==> src/rtl/shift_arbiter.sv <==
// -----------------------------------------------------------------------------
// shift_arbiter
//
// Two requesters share one barrel shifter. At most one operation is accepted
// per cycle. The shifted result is registered and presented to a single
// consumer with a valid/ready handshake. When both requesters are valid, a
// priority pointer alternates the grant between them so neither starves.
//
// Ports
//   clk          rising-edge clock
//   rst          asynchronous reset, active low
//   reqN_valid   requester N offers an operation
//   reqN_ready   requester N's operation is accepted this cycle (valid & ready)
//   reqN_bits    operand
//   reqN_shift   shift amount
//   reqN_dir     0 = logical right shift, 1 = logical left shift
//   res_valid    result register holds an undelivered result
//   res_ready    consumer accepts the result
//   res_bits     shifted result
//   res_id       index of the requester that owns res_bits
//
// State table
//   state | meaning
//   EMPTY | no result pending, res_valid = 0
//   FULL  | result register holds an undelivered result, res_valid = 1
// -----------------------------------------------------------------------------
module shift_arbiter #(
  parameter int width = 8,
  localparam int SW = (width > 1) ? $clog2(width) : 1
) (
  input  logic             clk,
  input  logic             rst,
  input  logic             req0_valid,
  output logic             req0_ready,
  input  logic [width-1:0] req0_bits,
  input  logic [SW-1:0]    req0_shift,
  input  logic             req0_dir,
  input  logic             req1_valid,
  output logic             req1_ready,
  input  logic [width-1:0] req1_bits,
  input  logic [SW-1:0]    req1_shift,
  input  logic             req1_dir,
  output logic             res_valid,
  input  logic             res_ready,
  output logic [width-1:0] res_bits,
  output logic             res_id
);

  typedef enum logic {
    EMPTY = 1'b0,
    FULL  = 1'b1
  } state_t;

  state_t state;
  state_t state_nxt;

  logic prio;
  logic prio_nxt;

  logic can_accept;
  logic contend;
  logic grant0;
  logic grant1;
  logic accept;

  logic [width-1:0] sel_bits;
  logic [SW-1:0]    sel_shift;
  logic             sel_dir;
  logic [width-1:0] shifted;

  // ---------------------------------------------------------------------------
  // Arbitration. Readies depend only on valids, state, res_ready and prio.
  // rst gates the grants so both readies read 0 for the whole reset period,
  // not just after the first edge.
  // ---------------------------------------------------------------------------
  always_comb begin
    can_accept = (state == EMPTY) || res_ready;
    contend    = req0_valid && req1_valid;
    grant0     = rst && can_accept && req0_valid && (!req1_valid || !prio);
    grant1     = rst && can_accept && req1_valid && (!req0_valid ||  prio);
    accept     = grant0 || grant1;
  end

  assign req0_ready = grant0;
  assign req1_ready = grant1;

  // ---------------------------------------------------------------------------
  // Shared shifter datapath, operand muxed by the grant.
  // ---------------------------------------------------------------------------
  always_comb begin
    sel_bits  = grant1 ? req1_bits  : req0_bits;
    sel_shift = grant1 ? req1_shift : req0_shift;
    sel_dir   = grant1 ? req1_dir   : req0_dir;
  end

  // Shift amounts at or beyond the width are reachable when width is not a
  // power of two; those produce zero explicitly.
  always_comb begin
    shifted = '0;
    if (32'(sel_shift) < width) begin
      if (sel_dir) begin
        shifted = sel_bits << sel_shift;
      end else begin
        shifted = sel_bits >> sel_shift;
      end
    end
  end

  // ---------------------------------------------------------------------------
  // FSM
  // ---------------------------------------------------------------------------
  always_ff @(posedge clk or negedge rst) begin
    if (!rst) begin
      state <= EMPTY;
    end else begin
      state <= state_nxt;
    end
  end

  always_comb begin
    state_nxt = state;
    case (state)
      EMPTY: begin
        if (accept) begin
          state_nxt = FULL;
        end
      end
      FULL: begin
        // A drain and a new accept in the same cycle keeps the register full,
        // sustaining one result per cycle.
        if (res_ready && !accept) begin
          state_nxt = EMPTY;
        end
      end
      default: state_nxt = EMPTY;
    endcase
  end

  // ---------------------------------------------------------------------------
  // Priority pointer: after a contended grant it points at the loser.
  // Loser is requester 1 exactly when requester 0 won.
  // ---------------------------------------------------------------------------
  always_comb begin
    prio_nxt = prio;
    if (accept && contend) begin
      prio_nxt = grant0;
    end
  end

  always_ff @(posedge clk or negedge rst) begin
    if (!rst) begin
      prio <= 1'b0;
    end else begin
      prio <= prio_nxt;
    end
  end

  // ---------------------------------------------------------------------------
  // Result register. Only written on an accept, so it holds while stalled.
  // ---------------------------------------------------------------------------
  always_ff @(posedge clk or negedge rst) begin
    if (!rst) begin
      res_bits <= '0;
      res_id   <= 1'b0;
    end else if (accept) begin
      res_bits <= shifted;
      res_id   <= grant1;
    end
  end

  assign res_valid = (state == FULL);

endmodule

==> config.mk <==
export PLATFORM = sky130hd
export DESIGN_NAME = shift_arbiter
export DESIGN_NICKNAME = d
export VERILOG_FILES = /design/src/rtl/shift_arbiter.sv
export SDC_FILE = /design/constraint.sdc
export NUM_CORES = 1
export LEC_CHECK = 0
export BUFFER_PORTS_ARGS = -buffer_cell sky130_fd_sc_hd__buf_2
export CAP_MARGIN = 0
export CORE_MARGIN = 5
export CORE_UTILIZATION = 48
export CTS_BUF_LIST = sky130_fd_sc_hd__clkbuf_16
export DETAILED_ROUTE_END_ITERATION = 12
export GPL_TIMING_DRIVEN = 0
export PLACE_DENSITY = 0.86
export SYNTH_ARGS = -nofsm -noshare
export SYNTH_HDL_FRONTEND = slang
export SYNTH_SLANG_ARGS = --single-unit
==> constraint.sdc <==
create_clock -name clk -period 1.41 [get_ports clk]
set_input_delay 0.141 -clock clk [delete_from_list [all_inputs] [get_ports clk]]
set_output_delay 0.141 -clock clk [all_outputs]
set_load 0.005 [all_outputs]
==> reports/qor.txt, run 1 <==
N_diodes: 0
Synth Area in Simple Gates: 0.186
Final setup fails: 9
DRC Markers: 0
CTS tree: done
Vias in the first global route: 1701
Net Switching: 0.000630 W
Xor and xnor area share after synthesis: 0.00564
Reg power frac: 0.244
Gp weighted congestion: 0.907
Setup crit start kind: flop
First-pass GRT wire length: 8430 um
Root buffer cell: clkbuf_16
Number of synthesized register bits: 11
Final hold vios: 0
Post-synth top flop: dfrtp_1
H-tree levels: 1
Final worst slack: -176 ps
Yosys warnings: 0
FFs w/ async S/R, synth: 1.00
Main combinational cell family by area after synthesis: multiplexers
HP Class: in -> reg
Post-synthesis sequential area ratio: 0.177
Post-synthesis compound-gate area fraction: 0.247
Slew Limit Fails: 0
Comb power frac: 0.473
Worst Path Max Fanout: 6
Via count: 1841
EDFF count, synth: 0
Sw Share: 0.345
Detailed Route WL: 5370 um
Synthesized area: 1550 sq um
First drt pass iteration count: 5
Core area: 3080 sq um
Slew @ Worst Pin: 545 ps
Die height: 66.9 um
Clk buf depth: 2
CP max stage cell: dfrtp_1
Rel. slew slack: 0.635
Placed Area: 1830 sq um
Cells along the critical path: nand2b_4 -> and2_4 -> o21a_2 -> o211ai_1 -> o32a_1
Total track usage: 0.247
Nets@finish: 261
Clock power share: 0.284
PortBufs: 35
Crit share post-route: 1.13
Design Area, Final: 2120 sq um
Clock Sinks: 11
Latest clock arrival within the worst-skew pair: 240 ps
Detailed Place HPWL: 3520 um
Die ar.: 4470 sq um
Status: complete, but fails checks
Top-area cell type share of the netlist area: 0.180
Row cnt: 20
Synth Instances: 178
Arrival @ worst endpoint: 1700 ps
RSZ-0062 raised after global routing: yes
Area leader, netlist: mux2i_1
Die W: 66.9 um
Skew final: 1.31 ps
Most frequent cells in the layout: buf_2, mux2i_1, nor2_1, buf_4, dfrtp_1
# fillers: 247
Max-capacitance violation count: 0
Mux contribution to synthesized area: 0.311
GRT overflow: 0
Largest stage delay, worst path: 410 ps
Num CTS Buffers: 3
Maximum vdd ir drop: 0.468 mV
Synthesis-to-finish area growth: 36.3%
Worst EP required: 1520 ps
Failing checks: negative setup slack
Distinct cells, synth: 48
Largest net degree at the start of global routing: 12
Syn Nets: 207
Synth top area cells: mux2i_1, dfrtp_1, mux4_2
Synth Area in Adders: 0
I/O pin total: 41
Initial antenna violation count: 0
Crit path capture type: flop
WL per Instance: 19.5 um
Vias per cell: 6.69
Worst-path clk slew: 40 ps
PwrDens: 862 nW/um^2
Syn Area/Cell: 8.72 sq um
WS Path Type: reg -> reg
Worst Setup Slack post-DPL: -256 ps
Commonest non-fill, non-tap cell in the layout: buf_2
Initial Util: 0.504
Tmin final: 1590 ps
Initial DRC count: 200
F_max: 0.630 GHz
DRT antenna net count: 0
Internal: 0.00120 W
Pleak: 0.897 nW
Layout cells sized above 1: 0.420
cell usage after synthesis, types with 3 or more instances:
master    instances
mux2i_1          28
nor2_1           15
dfrtp_1          11
nand2_1          11
buf_2             9
mux4_2            8
o21ai_0           8
a31oi_1           7
nand3_1           7
a21oi_1           5
a41oi_1           5
nor3_1            5
clkbuf_1          4
o211ai_1          4
buf_4             3
inv_1             3
nand2b_1          3
nand4_1           3
nor2b_1           3
o32a_1            3
layout make-up:
cell class              instances  area (sq um)  share of cell area
multi-input cells             145          1260               0.596
repair buffers                 49           317               0.150
flip-flops and latches         11           275               0.130
plain buffers                  17           110              0.0520
clock buffers                   3          75.1              0.0355
well taps                      44          55.1              0.0260
inverters                       5          18.8             0.00887
clock inverters                 1          3.75             0.00177
critical path, delay by kind of cell (launching register included):
| family | cells | cell delay, ps |
|---|---|---|
| AOI/OAI and AO/OA | 3 | 770 |
| DFF | 1 | 410 |
| and+or+nand+nor | 2 | 290 |
power by group through the flow:
stage	Clock (W)	Combinational (W)	Sequential, W
after floorplan	0	0.000432	0.000450
after global placement	0	0.000652	0.000445
after detailed placement	0	0.000663	0.000451
after CTS	0.000504	0.000774	0.000442
after global routing	0.000532	0.000922	0.000457
final	0.000518	0.000862	0.000445
registers in the layout (all words and copies together), names as in the netlist:
signal,count
res_id,1
prio,1
res_valid,1
res_bits,8
final timing paths:
kind / end / from / slack [ps] / cells after the start
min in group asynchronous: res_bits[7] / rst / 530 / 2
min: res_bits[7] / req0_bits[7] / 250 / 3
max reg2reg: res_bits[6] / res_valid / -180 / 5
max in group asynchronous: res_bits[1] / rst / 520 / 2
max: res_bits[6] / res_valid / -180 / 5
min reg2reg: res_bits[4] / res_bits[4] / 520 / 1
cell families (layout without fill, tap and decap cells):
| kind of cell | after synthesis | in the layout |
|---|---|---|
| simple gates | 57 | 57 |
| xor+xnor | 1 | 1 |
| buf+inv | 22 | 75 |
| compound gates | 49 | 49 |
| flops | 11 | 11 |
| mux | 38 | 38 |
what timing repair did:
item	4_1_cts	5_1_grt
hold buffers	1	0
endpoints found under the setup margin	10	10
gates resized for setup	11	9
pin swaps	10	10
endpoints found under the hold margin	11	0
setup buffers	9	4
cloned	0	0
per-layer routing:
| metal | global-route usage | part of all wire | vias up |
|---|---|---|---|
| met2 | 0.412 | 0.49 | 134 |
| met1 | 0.307 | 0.38 | 872 |
| met3 | 0.0422 | 0.094 | 20 |
| li1 | - | - | 815 |
| met4 | 0.111 | 0.032 | 0 |
| met5 | 0 | 0 | - |
stage by stage:
step	hold WS, ps	total power [W]	setup TNS, ps	std cells	util
floorplan	-155	0.000882	-3.70	178	-
global placement	58.6	0.00110	-1400	257	0.593
detailed placement	58.1	0.00111	-1430	257	0.593
CTS	249	0.00172	-594	271	0.666
global route	279	0.00191	-1690	275	0.688
finish	252	0.00182	-976	275	0.688
No activity file was read; power rests on OpenSTA's default activity.
==> inputs of run 2 (changes only) <==
==> constraint.sdc (replaced) <==
create_clock -name clk -period 1.41 [get_ports clk]
set_input_delay 0.141 -clock clk [delete_from_list [all_inputs] [get_ports clk]]
set_output_delay 0.141 -clock clk [all_outputs]
set_load 0.05 [all_outputs]
==> reports/qor.txt, run 2 (synthesized netlist as in run 1, its figures left out) <==
DRT antenna net count: 0
Rel. slew slack: 0.593
PortBufs: 35
Root buffer cell: clkbuf_16
Most frequent cells in the layout: buf_2, mux2i_1, nor2_1, buf_4, dfrtp_1
Status: complete, but fails checks
Initial Util: 0.504
Initial antenna violation count: 0
F_max: 0.627 GHz
Die height: 66.9 um
Hold Path Cell Cnt: 3
GRT overflow: 0
Synthesis-to-finish area growth: 39.9%
Max-capacitance violation count: 0
Detailed Place HPWL: 3560 um
Largest net degree at the start of global routing: 12
Final worst slack: -184 ps
Vias per cell: 6.86
Row cnt: 20
Gp weighted congestion: 0.921
Tmin final: 1590 ps
Core area: 3080 sq um
Worst-path clk slew: 40 ps
Detailed Route WL: 5480 um
Via count: 1873
Crit share post-route: 1.13
Die ar.: 4470 sq um
Total track usage: 0.231
Commonest non-fill, non-tap cell in the layout: buf_2
First-pass GRT wire length: 7800 um
Layout cells sized above 1: 0.419
DRC Markers: 0
Clk buf depth: 2
Maximum vdd ir drop: 0.617 mV
Vias in the first global route: 1656
Worst Setup Slack post-DPL: -370 ps
Initial DRC count: 207
Worst Path Max Fanout: 7
Die W: 66.9 um
H-tree levels: 1
WHS: 249 ps
WL per Instance: 20.1 um
PwrDens: 977 nW/um^2
Nets@finish: 259
Failing checks: negative setup slack
Final hold vios: 0
Latest clock arrival within the worst-skew pair: 250 ps
WS Path Type: reg -> reg
Pleak: 0.896 nW
Max reg flops: 8
Final setup fails: 10
Skew final: 2.24 ps
Slew @ Worst Pin: 610 ps
RSZ-0062 raised after global routing: yes
I/O pin total: 41
N_diodes: 0
Setup crit start kind: flop
Clock Sinks: 11
CTS tree: done
Worst EP required: 1510 ps
Crit path capture type: flop
Num CTS Buffers: 3
Register name with the most flops: res_bits
HP Class: in -> reg
Slew Limit Fails: 0
First drt pass iteration count: 5
R2R cell count: 7
# fillers: 221
Arrival @ worst endpoint: 1700 ps
[run 2: cell types whose count changed in the layout (fill, tap and decap cells not counted), sizes merged]
cell / previous run / this run
buf: 61 / 58
nand4: 4 / 5
[run 2: what timing repair did]
item                       CTS  global route
pin swaps                    2            11
setup endpoints to repair   10            10
gates cloned                 1             0
hold buffers                 1             0
resized for setup           20            11
hold endpoints to repair    11             0
buffers inserted             5             5
[run 2: cell type report]
cell class / instances / area, sq um / area share
Timing Repair Buffer: 46 / 285 / 0.131
Sequential cell: 11 / 277 / 0.127
Multi-Input combinational cell: 146 / 1330 / 0.611
Tap cell: 44 / 55.1 / 0.0253
Inverter: 5 / 21.3 / 0.00979
Buffer: 17 / 129 / 0.0593
Clock buffer: 3 / 75.1 / 0.0346
Clock inverter: 1 / 3.75 / 0.00173
[run 2: critical path, cell delays in order, from the launching register on]
cell and delay [ps]:
dfrtp_1 370, nand2b_4 180, nand4_4 170, inv_4 130
buf_12 130, o41ai_2 70, o32ai_2 250, a41oi_1 140
[run 2: metal layers]
metal  vias up  wire length (um)  track usage
met5         -                 0            0
met1       887              2060        0.300
met3        25               514       0.0320
met2       152              2670        0.373
li1        809                 -            -
met4         0               235        0.116
[run 2: path summary, 6_finish.rpt]
kind | start | endpoint | slack (ps)
worst max register to register | prio | res_bits[5] | -180
max in group asynchronous | rst | res_valid | 500
worst max-delay path | prio | res_bits[5] | -180
worst min-delay path | req0_bits[7] | res_bits[7] | 250
min in group asynchronous | rst | prio | 540
worst min register to register | res_bits[0] | res_bits[0] | 520
[run 2: report_power, final]
part           total [W]  leakage (nW)  switching [W]  internal [W]
logic            0.00114         0.727       0.000709      0.000431
registers       0.000451         0.126      0.0000552      0.000396
clock network   0.000533        0.0423       0.000159      0.000374
total            0.00212         0.896       0.000923       0.00120
[run 2: stage by stage]
stage	instances	setup TNS (ps)	utilization	total power, W	cell area (sq um)
after floorplan	178	-943	-	0.00114	1620
after global placement	257	-2060	0.601	0.00136	1850
after detailed placement	257	-2310	0.601	0.00138	1850
after CTS	268	-434	0.676	0.00200	2080
after global routing	273	-1410	0.706	0.00220	2170
final	273	-1080	0.706	0.00212	2170
==> inputs of run 3 (changes only) <==
--- a/config.mk
+++ b/config.mk
@@ -7,7 +7,6 @@
 export LEC_CHECK = 0
 export BUFFER_PORTS_ARGS = -buffer_cell sky130_fd_sc_hd__buf_2
 export CAP_MARGIN = 0
-export CORE_MARGIN = 5
 export CORE_UTILIZATION = 48
 export CTS_BUF_LIST = sky130_fd_sc_hd__clkbuf_16
 export DETAILED_ROUTE_END_ITERATION = 12
==> reports/qor.txt, run 3 (synthesized netlist as in run 1, its figures left out) <==
Sequential cell area: 278 sq um
First-pass GRT wire length: 7730 um
Most frequent cells in the layout: buf_2, mux2i_1, nor2_1, buf_4, nand2_1
WS Path Type: reg -> reg
WL per Instance: 18.5 um
Slew @ Worst Pin: 612 ps
Slew Limit Fails: 0
Vias in the first global route: 1626
Maximum vdd ir drop: 0.532 mV
Detailed Place HPWL: 3350 um
Row cnt: 20
Status: complete, but fails checks
Latest clock arrival within the worst-skew pair: 240 ps
Skew final: 3.02 ps
Setup crit start kind: flop
DRT antenna net count: 0
I/O pin total: 41
CP max stage cell: dfrtp_2
Gp weighted congestion: 0.931
N_diodes: 0
Clock Sinks: 11
Commonest non-fill, non-tap cell in the layout: buf_2
PwrDens: 952 nW/um^2
Die ar.: 3470 sq um
RSZ-0062 raised after global routing: yes
Tmin final: 1570 ps
Core area: 3050 sq um
Failing checks: negative setup slack
Pleak: 0.899 nW
Initial DRC count: 148
Area of the multi-input gates: 1300 sq um
Buf/Inv on CP: 1
Vias per cell: 6.63
GRT overflow: 0
Register name with the most flops: res_bits
Detailed Route WL: 5080 um
Worst EP required: 1560 ps
Total power: 0.00206 W
Total track usage: 0.292
# fillers: 223
Final setup fails: 10
Synthesis-to-finish area growth: 39.6%
Clk buf depth: 2
Num CTS Buffers: 3
First drt pass iteration count: 5
Rel. slew slack: 0.592
PortBufs: 35
Worst-path clk slew: 40 ps
Final hold vios: 0
Die W: 58.9 um
H-tree levels: 1
HP Class: in -> reg
Max-capacitance violation count: 0
Arrival @ worst endpoint: 1720 ps
Worst Path Max Fanout: 5
DRC Markers: 0
Nets@finish: 261
Final worst slack: -159 ps
Crit path capture type: flop
Fin Setup TNS: -1070 ps
Max reg flops: 8
Root buffer cell: clkbuf_16
Delay-heaviest family, CP: compound AO/OA/AOI/OAI gates
Layout cells sized above 1: 0.429
Cells along the critical path: nand2b_4 -> buf_4 -> a41oi_4 -> o211ai_1 -> o31a_1 -> a31oi_1
Largest stage delay, worst path: 400 ps
Initial Util: 0.509
CTS tree: done
Via count: 1822
Die height: 58.9 um
Largest net degree at the start of global routing: 12
Initial antenna violation count: 0
F_max: 0.637 GHz
Crit share post-route: 1.11
==> run 3: final cells by class <==
| cell class | instances | share of cell area |
|---|---|---|
| well taps | 44 | 0.0254 |
| flip-flops and latches | 11 | 0.128 |
| inverters | 5 | 0.00866 |
| clock inverters | 1 | 0.00173 |
| plain buffers | 17 | 0.0548 |
| repair buffers | 49 | 0.148 |
| clock buffers | 3 | 0.0346 |
| multi-input cells | 145 | 0.599 |
==> run 3: stage by stage <==
stage	util	setup slack (ps)	instance area, sq um	hold WS (ps)	std cells
after floorplan	-	-179	1620	-155	178
after global placement	0.606	-340	1850	61.0	257
after detailed placement	0.606	-382	1850	61.2	257
after CTS	0.692	-145	2110	263	273
after global routing	0.710	-231	2170	295	275
final	0.710	-159	2170	265	275
==> run 3: final timing paths <==
kind	start	end	slack (ps)	depth (start not counted)
worst min register to register	res_bits[6]	res_bits[6]	490	1
worst max register to register	prio	res_bits[1]	-160	6
max in group asynchronous	rst	prio	490	2
worst max-delay path	prio	res_bits[1]	-160	6
min in group asynchronous	rst	res_bits[2]	530	2
worst min-delay path	req0_valid	prio	260	3
==> run 3: power by group <==
part / internal (W) / total (W) / switching [W]
registers: 0.000398 / 0.000447 / 0.0000486
logic: 0.000429 / 0.00111 / 0.000682
clock network: 0.000372 / 0.000506 / 0.000134
==> run 3: what timing repair did <==
| action | in CTS | in global routing |
|---|---|---|
| hold endpoints to repair | 11 | 0 |
| setup endpoints to repair | 10 | 10 |
| setup buffers | 11 | 2 |
| gates resized for setup | 17 | 8 |
| hold buffers | 1 | 0 |
| pin swaps | 7 | 11 |
==> run 3: worst reg2reg max path: stages, from the launching register on <==
cell and delay [ps]:
dfrtp_2 400, nand2b_4 160, buf_4 140, a41oi_4 280, o211ai_1 170, o31a_1 140, a31oi_1 200
==> run 3: per-layer routing <==
metal / global-route usage / part of all wire / up-vias
met5: 0 / 0 / -
li1: - / - / 808
met2: 0.497 / 0.50 / 117
met1: 0.391 / 0.39 / 875
met3: 0.0154 / 0.079 / 22
met4: 0.112 / 0.033 / 0
